$ cat src/rtl/reg_scoreboard_if.sv
// Decode / writeback / squash bundle for the register scoreboard.
// master = pipeline control that drives the events, slave = reg_scoreboard.
interface reg_scoreboard_if;
    logic        d_valid;
    logic [3:0]  d_srcA;
    logic [3:0]  d_srcB;
    logic [3:0]  d_dstE;
    logic [3:0]  d_dstM;
    logic        w_valid;
    logic [3:0]  w_dstE;
    logic [3:0]  w_dstM;
    logic        k_valid;
    logic [3:0]  k_dstE;
    logic [3:0]  k_dstM;
    logic        d_stall;
    logic [14:0] pend_mask;
    logic [3:0]  inflight;
    logic        err_underflow;

    modport master (
        output d_valid, d_srcA, d_srcB, d_dstE, d_dstM,
        output w_valid, w_dstE, w_dstM,
        output k_valid, k_dstE, k_dstM,
        input  d_stall, pend_mask, inflight, err_underflow
    );

    modport slave (
        input  d_valid, d_srcA, d_srcB, d_dstE, d_dstM,
        input  w_valid, w_dstE, w_dstM,
        input  k_valid, k_dstE, k_dstM,
        output d_stall, pend_mask, inflight, err_underflow
    );
endinterface

$ cat src/rtl/reg_scoreboard.sv
// Decode-stage hazard controller for the Y86-64 register file.
// Keeps a pending-write counter per architectural register (0-14, 4'hF = none),
// stalls decode on RAW hazards or counter overflow, and releases reservations
// on writeback or squash.
// Optional build macro: REG_SCOREBOARD_BYPASS_EN -- a source whose counter is
// drained to zero by this cycle's releases is not hazarded.
module reg_scoreboard #(
    parameter int CNT_W = 2
) (
    input  logic            clk,
    input  logic            rst_n,
    reg_scoreboard_if.slave bus
);
    localparam int NREG    = 15;
    localparam int CNT_MAX = (1 << CNT_W) - 1;

    logic [CNT_W-1:0] cnt_q [NREG];
    logic [CNT_W-1:0] cnt_d [NREG];
    logic [NREG-1:0]  pend_mask_q, pend_mask_d;
    logic [3:0]       inflight_q, inflight_d;
    logic             err_underflow_q, err_underflow_d;

    logic [2:0]  inc_req [NREG];  // increments requested by decode (0..2)
    logic [2:0]  dec     [NREG];  // decrements from writeback + squash (0..4)
    logic [15:0] blocked;         // bit 15 stands for "no register", never blocks
    logic        overflow;
    logic        d_stall;
    logic        issue;

    // Per-register request decode, overflow check and source blocking.
    always_comb begin
        overflow = 1'b0;
        blocked  = '0;
        for (int r = 0; r < NREG; r++) begin
            // r never equals 4'hF, so "no register" falls out of the compare.
            inc_req[r] = {2'b0, bus.d_valid && (bus.d_dstE == 4'(r))}
                       + {2'b0, bus.d_valid && (bus.d_dstM == 4'(r))};
            dec[r]     = {2'b0, bus.w_valid && (bus.w_dstE == 4'(r))}
                       + {2'b0, bus.w_valid && (bus.w_dstM == 4'(r))}
                       + {2'b0, bus.k_valid && (bus.k_dstE == 4'(r))}
                       + {2'b0, bus.k_valid && (bus.k_dstM == 4'(r))};
            // Overflow ignores same-cycle releases on purpose.
            if (int'(cnt_q[r]) + int'(inc_req[r]) > CNT_MAX)
                overflow = 1'b1;
`ifdef REG_SCOREBOARD_BYPASS_EN
            // Register file writes on negedge, so a drained counter is safe to read.
            blocked[r] = int'(cnt_q[r]) > int'(dec[r]);
`else
            blocked[r] = cnt_q[r] != '0;
`endif
        end
    end

    // Stall decision is same-cycle; a bubble never stalls.
    always_comb begin
        d_stall = bus.d_valid & (blocked[bus.d_srcA] | blocked[bus.d_srcB] | overflow);
        issue   = bus.d_valid & ~d_stall;
    end

    // Net per-register delta, underflow clamp and aggregate in-flight count.
    always_comb begin
        int net;
        int tot;
        int infl;
        net             = 0;
        tot             = 0;
        infl            = 0;
        err_underflow_d = err_underflow_q;
        for (int r = 0; r < NREG; r++) begin
            net = int'(cnt_q[r]) + (issue ? int'(inc_req[r]) : 0) - int'(dec[r]);
            tot = tot + (issue ? int'(inc_req[r]) : 0) - int'(dec[r]);
            if (net < 0) begin
                err_underflow_d = 1'b1;
                net             = 0;
            end
            cnt_d[r]       = CNT_W'(net);
            pend_mask_d[r] = net != 0;
        end
        infl = int'(inflight_q) + tot;
        if (infl < 0)
            infl = 0;
        else if (infl > 15)
            infl = 15;
        inflight_d = 4'(infl);
    end

    // State registers; reset drops every reservation.
    always_ff @(posedge clk or negedge rst_n) begin
        if (!rst_n) begin
            for (int r = 0; r < NREG; r++)
                cnt_q[r] <= '0;
            pend_mask_q     <= '0;
            inflight_q      <= '0;
            err_underflow_q <= 1'b0;
        end else begin
            for (int r = 0; r < NREG; r++)
                cnt_q[r] <= cnt_d[r];
            pend_mask_q     <= pend_mask_d;
            inflight_q      <= inflight_d;
            err_underflow_q <= err_underflow_d;
        end
    end

    assign bus.d_stall       = d_stall;
    assign bus.pend_mask     = pend_mask_q;
    assign bus.inflight      = inflight_q;
    assign bus.err_underflow = err_underflow_q;
endmodule
$ cat src/flat_wrapper.sv
// flat-port wrapper written by rule: the top's interface ports become plain ports
module reg_scoreboard_flat 
#(
    parameter int CNT_W = 2
)
  (clk, rst_n, bus_d_valid, bus_d_srcA, bus_d_srcB, bus_d_dstE, bus_d_dstM, bus_w_valid, bus_w_dstE, bus_w_dstM, bus_k_valid, bus_k_dstE, bus_k_dstM, bus_d_stall, bus_pend_mask, bus_inflight, bus_err_underflow);
  reg_scoreboard_if bus_i ();
  input  logic clk;
  input  logic rst_n;
  input wire logic [$bits(bus_i.d_valid)-1:0] bus_d_valid;
  input wire logic [$bits(bus_i.d_srcA)-1:0] bus_d_srcA;
  input wire logic [$bits(bus_i.d_srcB)-1:0] bus_d_srcB;
  input wire logic [$bits(bus_i.d_dstE)-1:0] bus_d_dstE;
  input wire logic [$bits(bus_i.d_dstM)-1:0] bus_d_dstM;
  input wire logic [$bits(bus_i.w_valid)-1:0] bus_w_valid;
  input wire logic [$bits(bus_i.w_dstE)-1:0] bus_w_dstE;
  input wire logic [$bits(bus_i.w_dstM)-1:0] bus_w_dstM;
  input wire logic [$bits(bus_i.k_valid)-1:0] bus_k_valid;
  input wire logic [$bits(bus_i.k_dstE)-1:0] bus_k_dstE;
  input wire logic [$bits(bus_i.k_dstM)-1:0] bus_k_dstM;
  output wire logic [$bits(bus_i.d_stall)-1:0] bus_d_stall;
  output wire logic [$bits(bus_i.pend_mask)-1:0] bus_pend_mask;
  output wire logic [$bits(bus_i.inflight)-1:0] bus_inflight;
  output wire logic [$bits(bus_i.err_underflow)-1:0] bus_err_underflow;
  assign bus_i.d_valid = bus_d_valid;
  assign bus_i.d_srcA = bus_d_srcA;
  assign bus_i.d_srcB = bus_d_srcB;
  assign bus_i.d_dstE = bus_d_dstE;
  assign bus_i.d_dstM = bus_d_dstM;
  assign bus_i.w_valid = bus_w_valid;
  assign bus_i.w_dstE = bus_w_dstE;
  assign bus_i.w_dstM = bus_w_dstM;
  assign bus_i.k_valid = bus_k_valid;
  assign bus_i.k_dstE = bus_k_dstE;
  assign bus_i.k_dstM = bus_k_dstM;
  assign bus_d_stall = bus_i.d_stall;
  assign bus_pend_mask = bus_i.pend_mask;
  assign bus_inflight = bus_i.inflight;
  assign bus_err_underflow = bus_i.err_underflow;
  reg_scoreboard #(.CNT_W(CNT_W)) u_core (.clk(clk), .rst_n(rst_n), .bus(bus_i));
endmodule
$ cat config.mk
export PLATFORM = sky130hd
export DESIGN_NAME = reg_scoreboard_flat
export DESIGN_NICKNAME = d
export VERILOG_FILES = /design/src/rtl/reg_scoreboard_if.sv /design/src/rtl/reg_scoreboard.sv /design/src/flat_wrapper.sv
export SDC_FILE = /design/constraint.sdc
export NUM_CORES = 1
export LEC_CHECK = 0
export CAP_MARGIN = 20
export CORE_MARGIN = 8
export CORE_UTILIZATION = 55
export DETAILED_ROUTE_END_ITERATION = 10
export HOLD_SLACK_MARGIN = 0.12
export PLACE_DENSITY = 0.78
export SLEW_MARGIN = 20
export SYNTH_ARGS = -nofsm -noshare
export SYNTH_HDL_FRONTEND = slang
export SYNTH_SLANG_ARGS = --single-unit
$ cat constraint.sdc
create_clock -name clk -period 9.05 [get_ports clk]
set_input_delay 0.905 -clock clk [delete_from_list [all_inputs] [get_ports clk]]
set_output_delay 0.905 -clock clk [all_outputs]
set_load 0.01 [all_outputs]
Word level (Yosys, flattened, before mapping) --
Cells that the tools add are included. Widths: inputs -> output; s select.
Cells by class: magnitude comparators 34, equality and inequality tests 84, muxes and demuxes 66, reduce and logical (&&, ||, !) cells 127, add/subtract/negate cells 135, bitwise gates (word level) 5
Operators with widths (count):
- $sub 32x4->32 | 30
- $lt 32x1->1 const B | 16
- $add 3x32->32 | 15
- $gt 32x3->1 const B | 15
- $mux 32 | 15
- $reduce_bool 32->1 | 15
- $add 32x32->32 | 14
- $eq 4x4->1 const B | 42
- $eq 4x3->1 const B | 24
- $add 3x1->3 | 30
- $logic_and 1x1->1 | 90
- $add 1x1->2 | 30
- $add 2x3->4 | 15
- $eq 4x2->1 const B | 12
- $mux 3 | 15
- $add 5x32->32 | 1
- $gt 32x5->1 const B | 1
- $mux 1 | 32
- $reduce_bool 2->1 | 15
- $eq 4x1->1 const B | 6
- $logic_not 4->1 | 6
- $reduce_bool 15->1 | 1
- $lt 4x5->1 const B | 2
- $bmux 1 s4 | 2
- 4 further kinds | 7
Storage, ports and cells: input bits 37, word-level logic and storage cells 469, register bits after elaboration 50

Depth between registers and ports, before layout --
Gate-level depths: netlist of run 1.
depth in word-level cells 58, mapped depth 38

Worst setup path before layout of run 1 --
No wires, ideal clock.
path type input to register, start in bus_d_valid, end reg u_core.inflight_q[3] (netlist: u_core.bus.inflight[3]), stages on the path 36, arrival time 9.343 ns, data required time 8.907 ns, setup slack -0.436 ns, path buffers 4, cell sequence clkbuf_1 -> buf_1 -> nand2_1 -> nor4_1 -> ha_1 -> ha_1 -> nand3_1 -> nand4_1 -> or3_1 -> a211o_1 -> buf_2 -> buf_2 -> nor3_1 -> fa_1 -> fa_1 -> inv_1 -> fa_1 -> inv_1 -> fa_1 -> fa_1 -> fa_1 -> inv_1 -> fa_1 -> inv_1 -> ha_1 -> inv_1 -> fa_1 -> nor2b_1 -> o21a_1 -> o21ai_0 -> nand2b_1 -> a21oi_1 -> fa_1 -> o21ai_0 -> a211oi_1 -> a31oi_1
On the way: longest elaborated chain between the ends 57, elaborated cells between the ends (all ways) 143
Ends and longest elaborated chain:
- start: declaration | line flat_wrapper.sv:10 | input wire logic [$bits(bus_i.d_valid)-1:0] bus_d_valid;
- $logic_and 1x1->1 (on tied branches) | line reg_scoreboard.sv:36, reg_scoreboard.sv:37
- $add 1x1->2 | line reg_scoreboard.sv:37 | + {2'b0, bus.d_valid && (bus.d_dstM == 4'(r))};
- $add 2x3->4 | line reg_scoreboard.sv:43 | if (int'(cnt_q[r]) + int'(inc_req[r]) > CNT_MAX)
- $gt 32x3->1 | line reg_scoreboard.sv:43
- $mux 1 (15 in a row) | line reg_scoreboard.sv:43
- $or 1x1->1 | line reg_scoreboard.sv:56 | d_stall = bus.d_valid & (blocked[bus.d_srcA] | blocked[bus.d_srcB] | overflow);
- $and 1x1->1 | line reg_scoreboard.sv:56
- $not 1->1 | line reg_scoreboard.sv:57 | issue = bus.d_valid & ~d_stall;
- [... 28 more ...]
- $sub 32x4->32 | line reg_scoreboard.sv:71 | tot = tot + (issue ? int'(inc_req[r]) : 0) - int'(dec[r]);
- $add 32x32->32 * | line reg_scoreboard.sv:71
- $sub 32x4->32 * | line reg_scoreboard.sv:71
- $add 5x32->32 * | line reg_scoreboard.sv:79 | infl = int'(inflight_q) + tot;
- $gt 32x5->1 | line reg_scoreboard.sv:82 | else if (infl > 15)
- $mux 4 | line reg_scoreboard.sv:82
- $mux 4 * | line reg_scoreboard.sv:80 | if (infl < 0)
- via u_core.inflight_d[3] | line reg_scoreboard.sv:20 | logic [3:0] inflight_q, inflight_d;
- end signal: assignment | line reg_scoreboard.sv:99 | inflight_q <= inflight_d;
- end: declaration | line reg_scoreboard.sv:20
The timed path passes the listed nets; every way through them passes the cells marked *. A chain may end at the register's enable or synchronous reset.

Worst setup path in the final report of run 1 --
start in bus_d_dstE[1], end reg u_core.inflight_q[2] (netlist: u_core.bus.inflight[2])
On the way: longest elaborated chain between the ends 58, elaborated cells between the ends (all ways) 143
Ends and longest elaborated chain:
- start: declaration | line flat_wrapper.sv:13 | input wire logic [$bits(bus_i.d_dstE)-1:0] bus_d_dstE;
- $logic_not 4->1 | line reg_scoreboard.sv:36 | inc_req[r] = {2'b0, bus.d_valid && (bus.d_dstE == 4'(r))}
- $logic_and 1x1->1 | line reg_scoreboard.sv:36
- $add 1x1->2 | line reg_scoreboard.sv:37
- $add 2x3->4 | line reg_scoreboard.sv:43
- $gt 32x3->1 | line reg_scoreboard.sv:43
- $mux 1 (15 in a row) | line reg_scoreboard.sv:43
- $or 1x1->1 | line reg_scoreboard.sv:56
- $and 1x1->1 | line reg_scoreboard.sv:56
- [... 29 more ...]
- $sub 32x4->32 | line reg_scoreboard.sv:71
- $add 32x32->32 * | line reg_scoreboard.sv:71
- $sub 32x4->32 * | line reg_scoreboard.sv:71
- $add 5x32->32 * | line reg_scoreboard.sv:79
- $gt 32x5->1 | line reg_scoreboard.sv:82
- $mux 4 | line reg_scoreboard.sv:82
- $mux 4 * | line reg_scoreboard.sv:80
- via u_core.inflight_d[2] | line reg_scoreboard.sv:20
Marks and branches as above.

==> results_dict.tcl, run 1 <==
set metrics [dict create \
    p_leak_nw 5.35 \
    drive_above_1_share_pct 18.7 \
    ys.flop_type "dfrtp_1" \
    timing.final.crit_share_pct 99.5 \
    syn-cell-area_mm2 0.00884 \
    pin_count 58 \
    pre_cts_slack_ns -1.02 \
    clkSinkCount 50 \
    start_util_pct 56.0 \
    startpoint "bus_d_dstE[1]" \
    placed_area_mm2 0.0103 \
    hold_buffers 0 \
    cts_tree "built" \
    cts_buffers 5 \
    syn2layout_area_growth_pct 22.5 \
    setup_ws_ns 0.0436 \
    dp_hpwl_mm 21.3 \
    die_x_um 143 \
    setup_viol 0 \
    ant_nets 0 \
    power.total_mw 3.04 \
    skew_ns 0.0109 \
    hold-worst-slack_ns 0.525 \
    synth-seq-area-share_pct 14.2 \
    gp_congestion 0.958 \
    dp_cells 1276 \
    clk_latency_ns 0.30 \
    worst_slew_pin_slew_ns 0.876 \
    vias 7185 \
    drt_pre_antenna_iters 5 \
    async_reset_ff_share_pct 100 \
    synth_warnings 0 \
    crit_required_ns 9.22 \
    synth_area_leaders "fa_1 30%, ha_1 20%, dfrtp_1 14%" \
    cp-start-kind "input pin" \
    viasPerCell 5.55 \
    yosysUniqueCellTypes 45 \
    rr_startpoint "u_core.cnt_q[25]" \
    critPathArrivalTime_ns 9.17 \
    p_per_area_mw_per_mm2 281 \
    slowest_delay_ns 0.56 \
    io_buffers 57 \
    status "finished, final reports clean" \
    min-delay-path-class "flip-flop to flip-flop" \
    maxCapViolCount 0 \
    synth_cells 930 \
    finalMaxSlewViolations 0 \
    wl_mm 24.9 \
    die_y_um 143 \
    r2r_slack_ns 0.89 \
    wire_per_inst_um 19.2 \
    overflow 0 \
    postSynthNetCount 1244 \
    postLayoutCoreUtil_pct 68.7 \
    cts-htree-levels 2 \
    synth_edf_count 0 \
    ys_seq_elements 50 \
    clockBufferDepth 2 \
    rsz0062_at_grt "yes" \
    n_antenna_cell 0 \
    rows 46 \
    drc 0 \
    period_needed_ns 9.01 \
    path_class "input pin to flip-flop" \
    crit_fanout 5 \
    end_kind "flip-flop" \
    drt_iter0_drc 571 \
    finalHoldViolCount 0 \
    cpMaxStageDelayCell "fa_1" \
    synth_largest_area_cell "fa_1" \
    synth_top_area_share_pct 30.4 \
    root_buffer "clkbuf_16" \
    grt_pass1_vias 7607 \
    antenna_found_initial 0 \
    fin_nets 1391 \
    relSlewSlack_pct 41.0 \
    grt_max_degree 51 \
    path_common_cell "fa_1" \
    synth_area_per_cell_um2 9.50 \
    peakVddDrop_uv 436 \
    finalSetupTns_ns 0 \
    dieArea_mm2 0.0204 \
    fin_area_mm2 0.0108 \
    coreArea_mm2 0.0158 \
    grt_use_total_pct 25.6 \
    clk_pin_slew_ns 0.07 \
    hp-start "u_core.bus.err_underflow" \
    grt_pass1_wl_mm 40.2 \
    final-instance-count-excl-fill 1294 \
    clock.fmax_ghz 0.111 \
]
[report_power, final]
part / switching (mW) / internal (mW) / total [mW]
Combinational: 1.24 / 1.16 / 2.40
Clock: 0.0883 / 0.159 / 0.247
Sequential: 0.0812 / 0.315 / 0.396
Total: 1.41 / 1.64 / 3.04
[worst max-delay path, delay by kind of cell]
family,cells,cell delay (ns)
AND/OR/NAND/NOR,7,1.16
adder cells (fa/ha/maj),12,4.94
AO/OA/AOI/OAI,8,1.33
buffers and inverters,9,0.82
[final cells by class]
| type | instances | area (µm²) |
|---|---|---|
| clock inverter | 3 | 68.8 |
| fill | 1187 | 4940 |
| tap | 216 | 270 |
| sequential | 50 | 1250 |
| multi-input combinational | 673 | 7110 |
| timing repair buffer | 153 | 1280 |
| clock buffer | 5 | 125 |
| inverter | 194 | 728 |
[per-layer routing]
| layer | vias to the layer above | share of wire [%] | wire length [µm] | global-route usage (%) |
|---|---|---|---|---|
| li1 | 3316 | - | - | - |
| met1 | 3511 | 41 | 10200 | 32.5 |
| met2 | 286 | 48 | 11900 | 42.5 |
| met3 | 72 | 6.4 | 1600 | 4.04 |
| met4 | 0 | 4.6 | 1160 | 11.4 |
| met5 | - | 0 | 0 | 0 |
[cell usage in the layout, fill, tap and decap left out, drive strengths merged, types with 21 or more instances in the layout]
cell / count
dfrtp: 50
ha: 143
inv: 194
nor3: 59
nor2: 98
fa: 134
nand3: 21
clkdlybuf4s50: 47
buf: 99
nand2: 37
nor2b: 29
[what timing repair did]
| action | in CTS | in global routing |
|---|---|---|
| gates cloned | 1 | 0 |
| hold endpoints to repair | 0 | 0 |
| setup endpoints to repair | 4 | 4 |
| gates resized for setup | 53 | 55 |
| setup buffers | 6 | 4 |
| pin swaps | 21 | 35 |
[cells in the mapped netlist, drive strengths merged, types with 2 or more instances]
master / n
a211o: 4
a211oi: 3
a21o: 16
a21oi: 18
a31oi: 7
buf: 10
clkbuf: 4
dfrtp: 50
fa: 134
ha: 143
inv: 194
mux4: 5
nand2: 37
nand2b: 13
nand3: 21
nand3b: 14
nand4: 5
nor2: 98
nor2b: 29
nor3: 59
nor4: 8
nor4b: 12
o21a: 4
o21ai: 3
or3: 17
or3b: 7
xnor2: 2
xor2: 2
[path summary, 6_finish.rpt]
kind | end | cells past startpoint
setup / recovery | u_core.bus.inflight[2] | 36
hold / removal | u_core.bus.err_underflow | 2
min in group asynchronous | u_core.bus.pend_mask[10] | 2
setup reg to reg | u_core.bus.inflight[2] | 30
hold reg to reg | u_core.bus.err_underflow | 2
max in group asynchronous | u_core.cnt_q[0] | 2
[state kept, by name, summed over array words and instances (netlist names)]
| register | flops |
|---|---|
| u_core.bus.inflight | 4 |
| u_core.bus.err_underflow | 1 |
| u_core.cnt_q | 30 |
| u_core.bus.pend_mask | 15 |
[cell families (layout without fill, tap and decap cells)]
family / after synthesis / count (layout) / synth area share (%)
AO/OA/AOI/OAI: 61 / 62 / 4.83
XOR/XNOR: 4 / 4 / 0.396
AND/OR/NAND/NOR: 325 / 325 / 19.5
flip-flops: 50 / 50 / 14.2
adder cells (fa/ha/maj): 277 / 277 / 50.6
buffers and inverters: 208 / 355 / 9.26
multiplexers: 5 / 5 / 1.27
Note: power is estimated with default switching activity, not from simulation.
==> inputs of run 2 (changes only) <==
--- a/config.mk
+++ b/config.mk
@@ -8,6 +8,7 @@
 export CAP_MARGIN = 20
 export CORE_MARGIN = 8
 export CORE_UTILIZATION = 55
+export CTS_CLUSTER_DIAMETER = 120
 export DETAILED_ROUTE_END_ITERATION = 10
 export HOLD_SLACK_MARGIN = 0.12
 export PLACE_DENSITY = 0.78
==> results of run 2 <==
Same layout as run 1: the final DEF is identical, and so are final timing and power.
==> inputs of run 3 (changes only) <==
--- a/config.mk
+++ b/config.mk
@@ -6,7 +6,7 @@
 export NUM_CORES = 1
 export LEC_CHECK = 0
 export CAP_MARGIN = 20
-export CORE_MARGIN = 8
+export CORE_MARGIN = 5
 export CORE_UTILIZATION = 55
 export CTS_CLUSTER_DIAMETER = 120
 export DETAILED_ROUTE_END_ITERATION = 10
==> results_dict.tcl, run 3 (same netlist as run 1, synthesis figures left out) <==
set metrics [dict create \
    p_int_mw 1.59 \
    die_x_um 137 \
    skew_ns 0.00507 \
    hp-start "u_core.bus.err_underflow" \
    drc 0 \
    setup_ws_ns -0.0313 \
    root_buffer "clkbuf_16" \
    grt_max_degree 51 \
    clk_pin_slew_ns 0.07 \
    drt_pre_antenna_iters 5 \
    grt_pass1_vias 7728 \
    largest-register "u_core.cnt_q" \
    ant_nets 0 \
    final_common_cell "inv_1" \
    overflow 0 \
    critPathArrivalTime_ns 9.25 \
    vias 7289 \
    rows 46 \
    cp-start-kind "input pin" \
    clockBufferDepth 2 \
    clkPwrFrac_pct 7.7 \
    switching_share_pct 47.0 \
    slowest_delay_ns 0.55 \
    setup_viol 3 \
    min-delay-path-class "flip-flop to flip-flop" \
    grt_pass1_wl_mm 39.1 \
    fill_cells 1180 \
    maxCapViolCount 0 \
    dp_hpwl_mm 20.7 \
    rr_startpoint "u_core.cnt_q[9]" \
    drive_above_1_share_pct 18.3 \
    dp_cells 1273 \
    crit_required_ns 9.22 \
    path_delay_family "adder cells" \
    pin_count 58 \
    wire_per_inst_um 19.0 \
    n_antenna_cell 0 \
    path_class "input pin to flip-flop" \
    io_buffers 57 \
    p_leak_nw 5.37 \
    gp_congestion 0.991 \
    critPathBufInv 8 \
    seq_power_share_pct 13.3 \
    path_common_cell "fa_1" \
    p_per_area_mw_per_mm2 275 \
    cts_tree "built" \
    status "complete, but fails checks" \
    coreArea_mm2 0.0158 \
    final_cell_mix "191 x inv_1, 132 x fa_1, 130 x ha_1" \
    syn2layout_area_growth_pct 23.0 \
    antenna_found_initial 0 \
    grt_use_total_pct 27.3 \
    finalMaxSlewViolations 0 \
    pre_cts_slack_ns -0.978 \
    p_switching_mw 1.41 \
    crit_fanout 7 \
    cts-htree-levels 2 \
    relSlewSlack_pct 53.2 \
    clkSinkCount 50 \
    clock.fmax_ghz 0.110 \
    start_util_pct 55.8 \
    final-instance-count-excl-fill 1296 \
    end_kind "flip-flop" \
    hold_buffers 0 \
    wl_mm 24.6 \
    rsz0062_at_grt "yes" \
    drt_iter0_drc 577 \
    clk_latency_ns 0.30 \
    power.total_mw 2.99 \
    timing.final.crit_share_pct 100 \
    pwr-share-comb_pct 79.1 \
    finalHoldViolCount 0 \
    fin_nets 1394 \
    die_y_um 137 \
    period_needed_ns 9.08 \
    peakVddDrop_uv 439 \
    largest_reg_flops 30 \
    worst_slew_pin_slew_ns 0.696 \
    finalSetupTns_ns -0.0528 \
    viasPerCell 5.62 \
    violations "negative setup slack" \
    startpoint "bus_d_dstM[1]" \
    dieArea_mm2 0.0187 \
    cpMaxStageDelayCell "fa_1" \
    cts_buffers 5 \
]
[run 3: final timing paths]
path	to	slack (ns)	cells past startpoint
worst max-delay path	u_core.bus.inflight[3]	-0.03	35
worst min-delay path	u_core.bus.err_underflow	0.58	2
worst max register to register	u_core.bus.inflight[3]	0.87	31
worst min register to register	u_core.bus.err_underflow	0.58	2
max in group asynchronous	u_core.cnt_q[24]	7.88	2
min in group asynchronous	u_core.cnt_q[11]	0.72	2
[run 3: metal layers]
| metal | vias to the layer above | share of wire (%) | track usage (%) | routed length, µm |
|---|---|---|---|---|
| met3 | 65 | 6.9 | 4.19 | 1700 |
| met2 | 284 | 49 | 45.8 | 12100 |
| met1 | 3630 | 40 | 35.4 | 9710 |
| met5 | - | 0 | 0 | 0 |
| li1 | 3310 | - | - | - |
| met4 | 0 | 4.1 | 11.0 | 1010 |
[run 3: power groups by stage]
stage / sequential, mW / clock (mW) / combinational [mW]
after CTS: 0.392 / 0.232 / 2.32
final: 0.397 / 0.229 / 2.37
after global placement: 0.395 / 0 / 2.13
after floorplan: 0.388 / 0 / 1.50
after detailed placement: 0.395 / 0 / 2.20
after global routing: 0.404 / 0.241 / 2.65
[run 3: cell type report]
| cell class | instances | area [µm²] | area share, % |
|---|---|---|---|
| multi-input cells | 672 | 7110 | 65.4 |
| repair buffers | 157 | 1340 | 12.4 |
| flip-flops and latches | 50 | 1250 | 11.5 |
| inverters | 194 | 728 | 6.70 |
| well taps | 216 | 270 | 2.49 |
| clock buffers | 6 | 139 | 1.28 |
| clock inverters | 1 | 30.0 | 0.276 |
[run 3: worst min-delay path: stages (launching register included)]
cell and delay, ns:
dfrtp_1 0.38, nor4_1 0.07, nand4_1 0.09
[run 3: timing repair]
action                                  4_1_cts  5_1_grt
pin swaps                                    20       31
cloned                                        0        0
buffers inserted                              9        7
gates resized for setup                      59       59
endpoints found under the setup margin        4        4
[run 3: per-stage QoR]
step	utilization (%)	area, µm²	hold slack [ns]
2_1_floorplan	-	8870	0.552
3_3_place_gp	64.8	10300	0.558
3_5_place_dp	64.8	10300	0.566
4_1_cts	67.2	10600	0.580
5_1_grt	68.7	10900	0.596
6_report	68.7	10900	0.582
